**src/rtl/ahb_master_iface.sv**
```systemverilog
// Single-transfer AHB master: turns a simple stimulus request into an arbitration request,
// an address phase and a data phase, with RETRY/SPLIT replay and ERROR reporting.
module ahb_master_iface #(
    parameter int ADDR_W    = 32,
    parameter int DATA_W    = 32,
    parameter int MAX_RETRY = 4
) (
    input  logic              hclk,
    input  logic              hreset,
    input  logic [ADDR_W-1:0] addr,
    input  logic [1:0]        slv_sel_in,
    input  logic [DATA_W-1:0] din,
    input  logic              wr,
    input  logic              enable,
    input  logic              hbusreq_in,
    output logic [DATA_W-1:0] dout,
    output logic              hbusreq,
    input  logic              hgrant,
    output logic [ADDR_W-1:0] haddr,
    output logic              hwrite,
    output logic [1:0]        htrans,
    output logic [2:0]        hsize,
    output logic [2:0]        hburst,
    output logic [DATA_W-1:0] hwdata,
    output logic [1:0]        hsel_id,
    input  logic              hready,
    input  logic [1:0]        hresp,
    input  logic [DATA_W-1:0] hrdata,
    output logic              busy,
    output logic              xfer_done,
    output logic              xfer_err
);

    localparam int RW = $clog2(MAX_RETRY + 1);

    localparam logic [1:0] HTRANS_IDLE   = 2'b00;
    localparam logic [1:0] HTRANS_NONSEQ = 2'b10;
    localparam logic [1:0] RESP_OKAY     = 2'b00;
    localparam logic [1:0] RESP_ERROR    = 2'b01;
    localparam logic [1:0] RESP_RETRY    = 2'b10;
    localparam logic [1:0] RESP_SPLIT    = 2'b11;

    typedef enum logic [1:0] {
        S_IDLE,
        S_REQ,
        S_ADDR,
        S_DATA
    } state_t;

    state_t            state;
    logic              armed;
    logic              req_wait;
    logic [RW-1:0]     retry_cnt;
    logic [RW-1:0]     retry_next;
    logic [ADDR_W-1:0] addr_q;
    logic [DATA_W-1:0] din_q;
    logic              wr_q;

    assign hsize      = 3'b010;
    assign hburst     = 3'b000;
    assign retry_next = retry_cnt + RW'(1);

    // The first REQ cycle only raises hbusreq; the grant is honoured from the second cycle
    // on, so a grant already present before our request was visible is never taken as ours.
    always_ff @(posedge hclk or posedge hreset) begin
        if (hreset) begin
            state     <= S_IDLE;
            armed     <= 1'b1;
            req_wait  <= 1'b0;
            retry_cnt <= '0;
            addr_q    <= '0;
            din_q     <= '0;
            wr_q      <= 1'b0;
            dout      <= '0;
            hbusreq   <= 1'b0;
            haddr     <= '0;
            hwrite    <= 1'b0;
            htrans    <= HTRANS_IDLE;
            hwdata    <= '0;
            hsel_id   <= 2'b00;
            busy      <= 1'b0;
            xfer_done <= 1'b0;
            xfer_err  <= 1'b0;
        end else begin
            xfer_done <= 1'b0;
            xfer_err  <= 1'b0;
            if (!enable) armed <= 1'b1;

            case (state)
                S_IDLE: begin
                    if (enable && hbusreq_in && armed) begin
                        addr_q    <= addr;
                        din_q     <= din;
                        wr_q      <= wr;
                        hsel_id   <= slv_sel_in;
                        armed     <= 1'b0;
                        retry_cnt <= '0;
                        req_wait  <= 1'b1;
                        hbusreq   <= 1'b1;
                        busy      <= 1'b1;
                        state     <= S_REQ;
                    end
                end

                S_REQ: begin
                    if (!enable) begin
                        hbusreq <= 1'b0;
                        busy    <= 1'b0;
                        state   <= S_IDLE;
                    end else if (req_wait) begin
                        req_wait <= 1'b0;
                    end else if (hgrant && hready) begin
                        haddr   <= addr_q;
                        hwrite  <= wr_q;
                        htrans  <= HTRANS_NONSEQ;
                        hbusreq <= 1'b0;
                        state   <= S_ADDR;
                    end
                end

                S_ADDR: begin
                    if (hready) begin
                        htrans <= HTRANS_IDLE;
                        hwdata <= wr_q ? din_q : '0;
                        state  <= S_DATA;
                    end
                end

                S_DATA: begin
                    if (hready) begin
                        if (hresp == RESP_OKAY) begin
                            if (!wr_q) dout <= hrdata;
                            xfer_done <= 1'b1;
                        end else begin
                            xfer_err <= 1'b1;
                        end
                        retry_cnt <= '0;
                        busy      <= 1'b0;
                        state     <= S_IDLE;
                    end else begin
                        case (hresp)
                            RESP_ERROR: begin
                                xfer_err  <= 1'b1;
                                retry_cnt <= '0;
                                busy      <= 1'b0;
                                state     <= S_IDLE;
                            end
                            RESP_RETRY, RESP_SPLIT: begin
                                if (retry_next >= RW'(MAX_RETRY)) begin
                                    xfer_err  <= 1'b1;
                                    retry_cnt <= '0;
                                    busy      <= 1'b0;
                                    state     <= S_IDLE;
                                end else begin
                                    retry_cnt <= retry_next;
                                    req_wait  <= 1'b1;
                                    hbusreq   <= 1'b1;
                                    state     <= S_REQ;
                                end
                            end
                            default: begin
                            end
                        endcase
                    end
                end

                default: state <= S_IDLE;
            endcase
        end
    end

endmodule

```
**config.mk**
```make
export PLATFORM = sky130hd
export DESIGN_NAME = ahb_master_iface
export DESIGN_NICKNAME = d
export VERILOG_FILES = /design/src/rtl/ahb_master_iface.sv
export SDC_FILE = /design/constraint.sdc
export NUM_CORES = 1
export LEC_CHECK = 0
export ABC_AREA = 1
export BUFFER_PORTS_ARGS = -buffer_cell sky130_fd_sc_hd__buf_2
export CAP_MARGIN = 20
export CORE_MARGIN = 2
export CORE_UTILIZATION = 25
export DETAILED_ROUTE_END_ITERATION = 8
export PLACE_DENSITY = 0.58
export SYNTH_ARGS = -nofsm -noshare
export SYNTH_HDL_FRONTEND = slang
export SYNTH_SLANG_ARGS = --single-unit
```
**constraint.sdc**
```tcl
create_clock -name hclk -period 5.55 [get_ports hclk]
set_clock_uncertainty 0.15 [all_clocks]
set_input_delay 0.2775 -clock hclk [delete_from_list [all_inputs] [get_ports hclk]]
set_output_delay 0.2775 -clock hclk [all_outputs]
set_load 0.05 [all_outputs]
```
==> flow_metrics.py, run 1 <==
metrics = {
    "timing": {
        "hold_ws_ns": 0.0457,
        "post-route-period-util_pct": 47.1,
        "finalHoldViolations": 0,
        "rsz0062_at_grt": "no",
        "tightest_slew_ns": 0.840,
        "fin_ws_ns": 2.94,
        "setup_viol": 0,
        "fin_crit_ns": 2.61,
        "fin_tns_setup_ns": 0,
        "maxSlewHeadroom_pct": 44.0,
        "drv_slew": 0,
        "max_freq_ghz": 0.382,
    },
    "pwr": {
        "clockPowerShare_pct": 21.6,
        "p_leak_nw": 5.44,
        "power.internal_mw": 3.07,
        "p_sw_mw": 2.50,
        "total_power_mw": 5.58,
        "peakVddDrop_mv": 0.333,
        "switching_share_pct": 44.9,
        "combPwrFrac_pct": 42.1,
        "p_per_area_nw_per_um2": 549,
        "power_frac_seq_pct": 36.3,
    },
    "detailed_routing": {
        "drtIter0Drc": 282,
        "drt_wl_total_microns": 19300,
        "vias": 6060,
        "drc": 0,
        "ant_nets": 0,
        "routed_via_density": 4.25,
        "drt_first_pass_iters": 5,
        "wl_per_cell_microns": 13.5,
    },
    "layout": {
        "fin_area_sq_um": 10200,
        "final_cells": 1427,
        "finalNetCount": 1143,
        "final_cell_mix": "210 x buf_2, 175 x dfrtp_1, 173 x nand2_1, 102 x dlygate4sd3_1, 68 x inv_1",
        "n_fill_cell": 2861,
        "diodes": 0,
        "drive_gt1_share_pct": 27.6,
        "fin_util_pct": 35.7,
        "syn2layout_area_growth_pct": 41.5,
        "final_common_cell": "buf_2",
    },
    "clocking": {
        "clock-sinks": 176,
        "worstSkewPairLatency_ns": 0.43,
        "cts_tree": "done",
        "htreeDepth": 4,
        "ctsResizeCount": 0,
        "clk_pin_slew_worst_paths_ns": 0.07,
        "cts_max_path_buffers": 2,
        "hold_buffers": 102,
        "cts_made_buffers": 17,
        "cts_setup_buffers": 0,
        "cts_root_buffer": "clkbuf_16",
    },
    "synthesis": {
        "synth_cell_types": 25,
        "yosysTopAreaCell": "dfrtp_1",
        "ys_seq_area_share_pct": 61.4,
        "synth_seq_cells": 176,
        "syn_avg_cell_area_sq_um": 9.81,
        "synth_cells": 732,
        "synth_area_sq_um": 7180,
        "yosys_warnings": 0,
        "synth_top_area_share_pct": 61.0,
        "synthTopCellsByArea": "dfrtp_1 61%, nand2_1 9.1%, nand3_1 4.0%",
    },
    "critical_path": {
        "start_kind": "flop",
        "worst_setup_path_end_kind": "flop",
        "cp.required_ns": 5.71,
        "crit_type": "reg -> reg",
        "crit_arrival_ns": 2.77,
        "critPathMaxFanout": 34,
    },
    "floorplan": {
        "core-area_sq_um": 28500,
        "die_area_sq_um": 30100,
        "die_h_microns": 173,
        "start_util_pct": 25.2,
        "io_pins": 218,
        "die_w_microns": 173,
        "rows": 62,
    },
    "global_routing": {
        "grt_max_degree": 71,
        "track_usage_pct": 13.2,
        "antenna_found_initial": 0,
        "grt_pass1_wl_microns": 31600,
        "grt_overflow": 0,
        "grt_pass1_vias": 6118,
    },
    "status": {
        "status": "completed",
    },
    "run": {
        "maxCapViolCount": 0,
    },
    "placement": {
        "gp_congestion": 0.760,
        "place_inst": 1291,
        "place_area_sq_um": 8510,
        "portBuffers": 210,
        "dp_slack_ns": 2.50,
        "hpwlAfterDp_microns": 12000,
    },
    "hold_path": {
        "min_path_type": "in -> reg",
    },
}
==> power by group through the flow <==
stage               combinational [mW]  clock (mW)  sequential (mW)
floorplan                        0.818           0             2.97
global placement                  2.27           0             2.03
detailed placement                2.30           0             2.04
CTS                               2.36        1.25             2.02
global route                      2.53        1.30             2.09
finish                            2.35        1.21             2.02
==> kinds of logic after synthesis <==
kind of cell,after synthesis,share of synthesized area [%]
fa+ha+maj,6,1.05
other cells,2,0.105
compound gates,110,9.43
buf+inv,118,7.60
flops,176,61.4
simple gates,304,17.3
mux,16,3.19
==> critical path, stage by stage, from the launching register on <==
cell     delay (ns)
dfrtp_1        0.46
ha_1           0.29
nand2_2        0.11
nor2_4         0.66
nand2_1        0.38
buf_16         0.27
nand2_1        0.08
nand2_1        0.06
==> cells in the mapped netlist (all sizes together) <==
| cell | number |
|---|---|
| nand3 | 57 |
| a21oi | 52 |
| inv | 72 |
| nand3b | 1 |
| dfstp | 1 |
| o31ai | 31 |
| conb | 2 |
| mux2 | 16 |
| ha | 6 |
| clkbuf | 10 |
| nand4 | 5 |
| nor2 | 65 |
| buf | 36 |
| nand2 | 176 |
| o21ai | 27 |
| dfrtp | 175 |
==> final timing paths <==
kind | startpoint | to | slack (ns) | depth (start not counted)
worst max-delay path | state[0] | dout[14] | 2.94 | 7
worst min register to register | dout[13] | dout[13] | 0.32 | 2
worst min-delay path | hresp[1] | retry_cnt[0] | 0.05 | 3
worst max register to register | state[0] | dout[14] | 2.94 | 7
max in group asynchronous | hreset | addr_q[0] | 3.70 | 4
min in group asynchronous | hreset | haddr[10] | 0.31 | 3
==> sequential cells by signal (all words and copies together), names as in the netlist, 2 cells and up, named ones only <==
signal / cells
hsel_id: 2
dout: 32
haddr: 32
hwdata: 32
addr_q: 32
retry_cnt: 3
din_q: 32
==> routing by layer <==
layer / share of wire, % / vias up / GRT usage, %
met5: 0 / - / 0
met4: 2.0 / 0 / 5.16
met3: 5.1 / 22 / 3.27
met2: 47 / 193 / 21.4
met1: 46 / 2912 / 16.9
li1: - / 2933 / -
==> cell type report <==
type	count	area, sq um	area share (%)
tap	384	480	4.73
timing repair buffer	320	2160	21.3
multi-input combinational	443	2250	22.2
inverter	72	275	2.71
clock inverter	13	130	1.28
sequential	176	4410	43.4
clock buffer	19	453	4.46
No activity file was read; power rests on OpenSTA's default activity.
==> run 2: changes to the inputs <==
--- a/config.mk
+++ b/config.mk
@@ -5,13 +5,13 @@
 export SDC_FILE = /design/constraint.sdc
 export NUM_CORES = 1
 export LEC_CHECK = 0
-export ABC_AREA = 1
+export ABC_AREA = 0
 export BUFFER_PORTS_ARGS = -buffer_cell sky130_fd_sc_hd__buf_2
 export CAP_MARGIN = 20
 export CORE_MARGIN = 2
 export CORE_UTILIZATION = 25
 export DETAILED_ROUTE_END_ITERATION = 8
-export PLACE_DENSITY = 0.58
+export PLACE_DENSITY = 0.57
 export SYNTH_ARGS = -nofsm -noshare
 export SYNTH_HDL_FRONTEND = slang
 export SYNTH_SLANG_ARGS = --single-unit
==> constraint.sdc (replaced) <==
create_clock -name hclk -period 2.6 [get_ports hclk]
set_clock_uncertainty 0.15 [all_clocks]
set_input_delay 0.13 -clock hclk [delete_from_list [all_inputs] [get_ports hclk]]
set_output_delay 0.13 -clock hclk [all_outputs]
set_load 0.05 [all_outputs]
==> flow_metrics.py, run 2 <==
metrics = {
    "placement": {
        "portBuffers": 210,
        "hpwlAfterDp_microns": 10800,
        "place_area_sq_um": 8360,
        "gp_congestion": 0.769,
    },
    "synthesis": {
        "synthFlopType": "dfrtp_1",
        "ys_seq_area_share_pct": 63.7,
        "synth_top_area_share_pct": 63.3,
        "syn_avg_cell_area_sq_um": 13.9,
        "yosys_warnings": 0,
        "synth_edf_count": 0,
        "synth_seq_cells": 176,
        "synth.most_common_cell": "dfrtp_1",
        "synth_area_sq_um": 6920,
        "synthTopCellsByArea": "dfrtp_1 63%, mux2_2 22%, nand2_1 3.9%",
        "synth_cell_types": 36,
        "synth_cells": 496,
        "yosysTopAreaCell": "dfrtp_1",
        "async_flop_share_pct": 100,
        "synth_common_cells": "175 x dfrtp_1, 133 x mux2_2, 72 x nand2_1, 34 x o21ai_0, 14 x buf_4",
    },
    "critical_path": {
        "cp.required_ns": 2.75,
        "crit_arrival_ns": 2.63,
        "critPathMaxFanout": 32,
        "start_kind": "input pin",
        "worst_setup_path_end_kind": "flop",
        "crit_type": "in -> reg",
    },
    "layout": {
        "n_fill_cell": 2629,
        "final_cell_mix": "210 x buf_2, 175 x dfrtp_1, 133 x mux2_2, 107 x dlygate4sd3_1, 71 x nand2_1",
        "drive_gt1_share_pct": 47.4,
        "syn2layout_area_growth_pct": 44.4,
        "finalNetCount": 925,
        "final_common_cell": "buf_2",
        "fin_area_sq_um": 9990,
        "diodes": 0,
    },
    "timing": {
        "fin_tns_setup_ns": 0,
        "tightest_slew_ns": 0.716,
        "max_freq_ghz": 0.403,
        "drv_slew": 0,
        "post-route-period-util_pct": 95.3,
        "setup_viol": 0,
        "fin_crit_ns": 2.48,
        "rsz0062_at_grt": "no",
        "maxSlewHeadroom_pct": 52.2,
        "finalHoldViolations": 0,
    },
    "clocking": {
        "ctsResizeCount": 0,
        "htreeDepth": 4,
        "cts_tree": "done",
        "clk_pin_slew_worst_paths_ns": 0.07,
        "cts_max_path_buffers": 2,
        "worstSkewPairLatency_ns": 0.42,
        "clock-sinks": 176,
        "cts_setup_buffers": 0,
        "hold_buffers": 107,
        "cts_made_buffers": 17,
        "cts_root_buffer": "clkbuf_16",
    },
    "detailed_routing": {
        "drt_wl_total_microns": 17000,
        "routed_via_density": 4.04,
        "drtIter0Drc": 114,
        "wl_per_cell_microns": 14.2,
        "ant_nets": 0,
        "drc": 0,
        "vias": 4841,
        "drt_first_pass_iters": 4,
    },
    "floorplan": {
        "die_area_sq_um": 29000,
        "die_w_microns": 170,
        "start_util_pct": 25.5,
        "rows": 60,
        "die_h_microns": 170,
        "io_pins": 218,
        "core-area_sq_um": 27100,
    },
    "global_routing": {
        "grt_max_degree": 125,
        "grt_overflow": 0,
        "grt_pass1_wl_microns": 26800,
        "track_usage_pct": 11.8,
        "grt_pass1_vias": 5123,
        "antenna_found_initial": 2,
    },
    "pwr": {
        "p_leak_nw": 4.89,
        "peakVddDrop_mv": 0.605,
        "total_power_mw": 12.4,
        "p_per_area_nw_per_um2": 1240,
    },
    "hold_path": {
        "min_path_type": "in -> async",
    },
    "run": {
        "maxCapViolCount": 0,
    },
    "status": {
        "status": "completed",
    },
}
-- run 2: power by group --
part	internal (mW)	switching (mW)	leakage [nW]
Clock	1.26	1.19	0.272
Combinational	1.70	3.72	2.39
Sequential	3.97	0.593	2.23
-- run 2: kinds of logic after synthesis --
| family | count (synthesis) | share of synthesized area [%] |
|---|---|---|
| flip-flops | 176 | 63.7 |
| multiplexers | 135 | 22.0 |
| AND/OR/NAND/NOR | 96 | 6.24 |
| AO/OA/AOI/OAI | 43 | 3.54 |
| buffers and inverters | 37 | 3.27 |
| adder cells (fa/ha/maj) | 6 | 1.08 |
| other | 2 | 0.109 |
| XOR/XNOR | 1 | 0.127 |
-- run 2: metrics by stage --
stage               hold WS [ns]  setup slack [ns]  instances  utilization, %
global route              0.0219            0.0589       1197            36.9
detailed placement       -0.0765             0.551       1058            30.9
finish                    0.0280             0.121       1197            36.9
floorplan                  0.112            0.0682        501               -
CTS                     0.000172             0.129       1197            36.9
global placement         -0.0794             0.569       1058            30.9
-- run 2: worst paths after layout --
| path | cells after the start | slack, ns | from | endpoint |
|---|---|---|---|---|
| setup / recovery | 8 | 0.12 | hresp[1] | dout[27] |
| hold / removal | 3 | 0.03 | hreset | xfer_done |
| setup reg to reg | 5 | 0.54 | flop | dout[27] |
| hold reg to reg | 2 | 0.33 | hwdata[31] | hwdata[31] |
| max in group asynchronous | 4 | 1.30 | hreset | hwrite |
| min in group hclk | 5 | 0.07 | hbusreq_in | hbusreq |
-- run 2: layout make-up --
cell class / count / area (sq um) / share of cell area, %
clock buffers: 18 / 429 / 4.30
well taps: 372 / 465 / 4.66
multi-input cells: 288 / 2310 / 23.2
flip-flops and latches: 176 / 4410 / 44.1
inverters: 4 / 18.8 / 0.188
clock inverters: 14 / 126 / 1.26
repair buffers: 325 / 2230 / 22.3
-- run 2: layer usage --
layer | GRT usage [%] | vias to the layer above | wire length, microns
li1 | - | 2326 | -
met1 | 13.5 | 2327 | 7230
met2 | 20.3 | 169 | 8060
met3 | 4.74 | 15 | 1480
met4 | 3.57 | 4 | 165
met5 | 0 | - | 30
-- run 2: critical path, stage by stage --
cell	delay [ns]
dlygate4sd3_1	0.53
buf_2	0.14
nor2_1	0.14
dlygate4sd3_1	0.60
and3_4	0.19
nor2b_4	0.12
buf_4	0.36
mux2_2	0.39
